===== src/rtl/hybrid_ni_tdm_injector_pkg.sv =====
// Shared NoC helpers: slot-index sizing and flit parity, also used by the fault-detection side.
package hybrid_ni_tdm_injector_pkg;

    localparam int unsigned MaxFlitWidth = 256;

    typedef enum logic [1:0] {
        SrcIdle,
        SrcTdm,
        SrcBe
    } out_src_e;

    function automatic int unsigned slot_idx_width(input int unsigned lut_size);
        return (lut_size > 1) ? $clog2(lut_size) : 1;
    endfunction

    // Even parity of every payload bit j with j mod parity_bits == k.
    function automatic logic parity_bit(input logic [MaxFlitWidth-1:0] payload,
                                        input int unsigned flit_width,
                                        input int unsigned parity_bits,
                                        input int unsigned k);
        logic p;
        p = 1'b0;
        for (int unsigned j = 0; j < MaxFlitWidth; j++) begin
            if (parity_bits != 0 && j < flit_width) begin
                if ((j % parity_bits) == k) begin
                    p = p ^ payload[j[7:0]];
                end
            end
        end
        return p;
    endfunction

endpackage


===== src/rtl/tdm_slot_fifo.sv =====
// TDM staging FIFO holding flit+last; count-based full/empty, no fall-through.
module tdm_slot_fifo #(
    parameter int unsigned WIDTH = 32,
    parameter int unsigned DEPTH = 4
) (
    input  logic             clk,
    input  logic             rst,
    input  logic             push,
    input  logic [WIDTH-1:0] push_flit,
    input  logic             push_last,
    input  logic             pop,
    output logic [WIDTH-1:0] head_flit,
    output logic             head_last,
    output logic             full,
    output logic             empty
);

    localparam int unsigned AW = $clog2(DEPTH);

    logic [WIDTH:0] mem [DEPTH];
    logic [AW-1:0]  wr_ptr_q;
    logic [AW-1:0]  rd_ptr_q;
    logic [AW:0]    count_q;
    logic           do_push;
    logic           do_pop;

    assign full    = (count_q == (AW + 1)'(DEPTH));
    assign empty   = (count_q == '0);
    // Full is judged before any pop in the same cycle.
    assign do_push = push && !full;
    assign do_pop  = pop && !empty;

    assign {head_last, head_flit} = mem[rd_ptr_q];

    always_ff @(posedge clk) begin
        if (do_push) begin
            mem[wr_ptr_q] <= {push_last, push_flit};
        end
    end

    always_ff @(posedge clk) begin
        if (rst) begin
            wr_ptr_q <= '0;
            rd_ptr_q <= '0;
            count_q  <= '0;
        end else begin
            if (do_push) begin
                wr_ptr_q <= wr_ptr_q + AW'(1);
            end
            if (do_pop) begin
                rd_ptr_q <= rd_ptr_q + AW'(1);
            end
            unique case ({do_push, do_pop})
                2'b10:   count_q <= count_q + (AW + 1)'(1);
                2'b01:   count_q <= count_q - (AW + 1)'(1);
                default: count_q <= count_q;
            endcase
        end
    end

endmodule


===== src/rtl/hybrid_ni_tdm_injector.sv =====
// NI-side injector: TDM flits sent in owned slots from a staging FIFO, BE traffic fills the rest.
module hybrid_ni_tdm_injector
    import hybrid_ni_tdm_injector_pkg::*;
#(
    parameter int unsigned FLIT_WIDTH  = 32,
    parameter int unsigned PARITY_BITS = 0,
    parameter int unsigned LUT_SIZE    = 16,
    parameter int unsigned SLOT_OFFSET = 0,
    parameter int unsigned FIFO_DEPTH  = 4
) (
    input  logic                                clk,
    input  logic                                rst,
    input  logic [FLIT_WIDTH-1:0]               tdm_in_flit,
    input  logic                                tdm_in_last,
    input  logic                                tdm_in_valid,
    output logic                                tdm_in_ready,
    input  logic [FLIT_WIDTH-1:0]               be_in_flit,
    input  logic                                be_in_last,
    input  logic                                be_in_valid,
    output logic                                be_in_ready,
    output logic [PARITY_BITS+FLIT_WIDTH-1:0]   out_flit,
    output logic                                out_last,
    output logic                                tdm_out_valid,
    output logic                                be_out_valid,
    input  logic                                be_out_ready,
    input  logic [slot_idx_width(LUT_SIZE)-1:0] lut_conf_slot,
    input  logic                                lut_conf_data,
    input  logic                                lut_conf_valid
);

    localparam int unsigned SlotW = slot_idx_width(LUT_SIZE);

    logic [SlotW-1:0]      slot_q;
    logic [LUT_SIZE-1:0]   lut_q;
    logic [FLIT_WIDTH-1:0] head_flit;
    logic                  head_last;
    logic                  fifo_full;
    logic                  fifo_empty;
    logic                  tdm_send;
    out_src_e              src;
    logic [FLIT_WIDTH-1:0] out_payload;

    always_ff @(posedge clk) begin
        if (rst) begin
            slot_q <= SlotW'(SLOT_OFFSET);
            lut_q  <= '0;
        end else begin
            slot_q <= slot_q + SlotW'(1);
            if (lut_conf_valid) begin
                lut_q[lut_conf_slot] <= lut_conf_data;
            end
        end
    end

    tdm_slot_fifo #(
        .WIDTH (FLIT_WIDTH),
        .DEPTH (FIFO_DEPTH)
    ) u_fifo (
        .clk       (clk),
        .rst       (rst),
        .push      (tdm_in_valid && tdm_in_ready),
        .push_flit (tdm_in_flit),
        .push_last (tdm_in_last),
        .pop       (tdm_send),
        .head_flit (head_flit),
        .head_last (head_last),
        .full      (fifo_full),
        .empty     (fifo_empty)
    );

    assign tdm_in_ready = !fifo_full;
    // Gated by rst so a stale table/FIFO cannot emit during the reset cycle.
    assign tdm_send     = !rst && lut_q[slot_q] && !fifo_empty;

    always_comb begin
        src = SrcIdle;
        if (tdm_send) begin
            src = SrcTdm;
        end else if (be_in_valid) begin
            src = SrcBe;
        end
        out_payload = '0;
        out_last    = 1'b0;
        unique case (src)
            SrcTdm: begin
                out_payload = head_flit;
                out_last    = head_last;
            end
            SrcBe: begin
                out_payload = be_in_flit;
                out_last    = be_in_last;
            end
            default: ;
        endcase
        tdm_out_valid = tdm_send;
        be_out_valid  = !tdm_send && be_in_valid;
        be_in_ready   = !tdm_send && be_out_ready;
    end

    if (PARITY_BITS > 0) begin : g_parity
        logic [PARITY_BITS-1:0] tdm_parity;
        logic [PARITY_BITS-1:0] par_sel;
        for (genvar k = 0; k < PARITY_BITS; k++) begin : g_bit
            assign tdm_parity[k] = parity_bit(MaxFlitWidth'(head_flit), FLIT_WIDTH,
                                              PARITY_BITS, k);
        end
        assign par_sel  = tdm_send ? tdm_parity : '0;
        assign out_flit = {par_sel, out_payload};
    end else begin : g_no_parity
        assign out_flit = out_payload;
    end

endmodule

===== config.mk =====
export PLATFORM = sky130hd
export DESIGN_NAME = hybrid_ni_tdm_injector
export DESIGN_NICKNAME = d
export VERILOG_FILES = /design/src/rtl/hybrid_ni_tdm_injector_pkg.sv /design/src/rtl/tdm_slot_fifo.sv /design/src/rtl/hybrid_ni_tdm_injector.sv
export SDC_FILE = /design/constraint.sdc
export NUM_CORES = 1
export LEC_CHECK = 0
export ABC_AREA = 1
export BUFFER_PORTS_ARGS = -buffer_cell sky130_fd_sc_hd__buf_4
export CORE_MARGIN = 5
export CORE_UTILIZATION = 55
export CTS_CLUSTER_SIZE = 12
export DETAILED_ROUTE_END_ITERATION = 12
export PLACE_DENSITY = 0.78
export SLEW_MARGIN = 10
export SYNTH_ARGS = -nofsm -noshare
export SYNTH_HDL_FRONTEND = slang
export SYNTH_SLANG_ARGS = --single-unit

===== constraint.sdc =====
create_clock -name clk -period 3.9 [get_ports clk]
set_input_delay 0.585 -clock clk [delete_from_list [all_inputs] [get_ports clk]]
set_output_delay 0.585 -clock clk [all_outputs]
set_load 0.01 [all_outputs]

==> metrics.txt <==
outcome complete, no violations; Initial Util 56.3%; Clk pwr share 41.8%; library cells used by synthesis 25; DRT Wirelength 15,700 µm; design area 0.00829 mm²; sequential share of power 49.2%; delay-heaviest family, CP simple AND/OR/NAND/NOR gates; worst-path fanout max 38; sequential fraction of the synthesis area 67.2%; row count 40; RD Place Congestion 0.819; power per cell area 483 mW/mm²; EDFF count, synth 132; Pins Over Slew Limit 0; CTS buffer count 17; worst r2r src slot_q[0]; worst slew pin tran 1.11 ns; cts hold-fix bufs 0; fin util 69.1%; Worst path slowest cell dfxtp_1; Net Count, Synth 721; CTS tree built; Setup crit end kind primary output; Area growth, synth to finish 22.6%; Netlist Area Pre-Place 0.00676 mm²; number of post-CTS setup repair buffers 0; CP arrival 2.55 ns; type of origin of the critical path flip-flop; Required @ worst endpoint 3.31 ns; crit path time final 3.14 ns; PostCTS Resize Cnt 0; Setup crit start slot_q[0]; number of routed nets with antenna violations 0; Core Area 0.0120 mm²; Tcrit/Tclk final 80.4%; first-pass GRT wire length 24,300 µm; total DRC errors in the routed layout 0; Cells after Synth 637; Max clock buf depth 2; Cell Chain, Critical Path inv_2 -> nand2_1 -> nand3_1 -> nand3_1 -> nand3_1 -> nand2_2 -> nand2_4 -> inv_6 -> nand2_1 -> nand2_1 -> buf_4; switching portion of total power 21.3%; IO Pins 114; most frequent cells in the layout 132 x edfxtp_1, 115 x buf_4, 91 x nand2_1; DR vias 5,061; die width 121 µm; Hold Path Sink u_fifo.mem[3][22]; worst path bufs/invs 3; Crit path depth 11; cell-internal power 3.15 mW; vias in the first global route 5,033; GRT Overall Usage 21.4%; DRT Pass-1 Iters 5; area of the die 0.0146 mm²; Worst Hold Launch tdm_in_flit[22]; share of layout cells above drive strength 1 20.2%; Primary FF master, synth edfxtp_1; drt wl/cell 17.5 µm; commonest non-fill, non-tap cell in the layout edfxtp_1; Clock Sinks 161; Reg2Reg Depth 15; final HPWL from detailed placement 9350 µm; endpoints failing setup 0; FF+latch count, synth 161; Leak 3.24 nW; Syn Area/Cell 10.6 µm²; TNS Setup 0 ns; initial antenna violation count 0; H-tree depth 4; clock latency on the worst-skew pair 0.42 ns; Hold Violations, Final 0; worst hold path type in2reg; Post-DP Area 0.00768 mm²; post-synthesis async set-or-reset flop share 0%; worst vdd ir 300 µV; Remaining Overflow, GRT 0; Hold Path Depth 1; slew margin rel. 25.9%; Post-layout nets 820; combinational power share 9.0%; unrepaired setup endpoints after global routing false; n_diodes 0; clk root buf clkbuf_16; Clk pin slew, worst setup/hold paths 0.06 ns; Max-cap violations 0; DR vias/cell 5.65; Ys Warns 0; reg-to-reg endpoint u_fifo.count_q[2]; starting DRC count in detailed routing 480; Sw Pwr 854 µW; Die Y 121 µm; FF-to-FF setup slack 0.86 ns; clock skew 0.00505 ns; Setup CP Type reg2out; f_max 0.319 GHz; pin count of the biggest net entering global routing 67; Max stage delay on crit path 0.58 ns; number of port buffers 113
## synthesized netlist by cell type, types with 3 or more instances
cell type | number | area [µm²]
buf_6 | 3 | 33.8
a21oi_1 | 23 | 115
buf_1 | 3 | 11.3
inv_1 | 38 | 143
edfxtp_1 | 132 | 3960
ha_1 | 6 | 75.1
nor3_1 | 3 | 15.0
nand2_1 | 91 | 342
clkbuf_1 | 25 | 93.8
nor2_1 | 89 | 334
nand3_1 | 60 | 300
buf_2 | 3 | 15.0
o22ai_1 | 33 | 206
o21ai_0 | 87 | 435
dfxtp_1 | 29 | 581
## power groups by stage
| stage | Combinational [mW] | Sequential (mW) | Clock (mW) |
|---|---|---|---|
| 2_1_floorplan | 0.187 | 2.00 | 0 |
| 3_3_place_gp | 0.343 | 2.00 | 0 |
| 3_5_place_dp | 0.357 | 2.01 | 0 |
| 4_1_cts | 0.361 | 1.97 | 1.68 |
| 5_1_grt | 0.397 | 1.98 | 1.76 |
| 6_report | 0.359 | 1.97 | 1.67 |
## per-layer routing
layer	routed length [µm]	track usage (%)
met5	0	0
met3	1050	4.62
met4	272	7.86
met2	8210	37.8
met1	6150	25.9
## cell type report
type                            instances  area [µm²]
Sequential cell                       161        4550
Tap cell                              147         184
Clock buffer                           29         574
Fill cell                             845        3720
Clock inverter                          3        38.8
Timing Repair Buffer                  115         863
Inverter                               40         155
Multi-Input combinational cell        401        1930
## logic make-up after synthesis
| logic type | share of synthesized area [%] |
|---|---|
| AND/OR/NAND/NOR | 14.9 |
| AO/OA/AOI/OAI | 11.4 |
| flip-flops | 67.2 |
| XOR/XNOR | 0.389 |
| adder cells (fa/ha/maj) | 1.41 |
| buffers and inverters | 4.68 |
## sequential cells by signal, indices dropped and copies added (netlist names), named ones only
name,count
u_fifo.rd_ptr_q,2
u_fifo.mem,132
slot_q,4
u_fifo.wr_ptr_q,2
lut_q,16
u_fifo.count_q,3
## worst max-delay path by stage
stage          slack (ns)                 to
2_1_floorplan        1.32   u_fifo.mem[0][0]
3_3_place_gp         0.90  u_fifo.count_q[2]
3_5_place_dp         0.78  u_fifo.count_q[2]
4_1_cts              0.75        out_flit[6]
5_1_grt              0.51       out_flit[14]
6_report             0.76       out_flit[14]
## per-stage QoR
stage | worst slack, ns | hold WS (ns) | cells | total power, mW
after floorplan | 1.32 | 0.431 | 637 | 2.19
after global placement | 0.902 | 0.458 | 864 | 2.34
after detailed placement | 0.779 | 0.471 | 864 | 2.36
after CTS | 0.752 | 0.356 | 896 | 4.01
after global routing | 0.514 | 0.357 | 896 | 4.13
final | 0.764 | 0.366 | 896 | 4.00
Power figures use the tool's default switching activity.
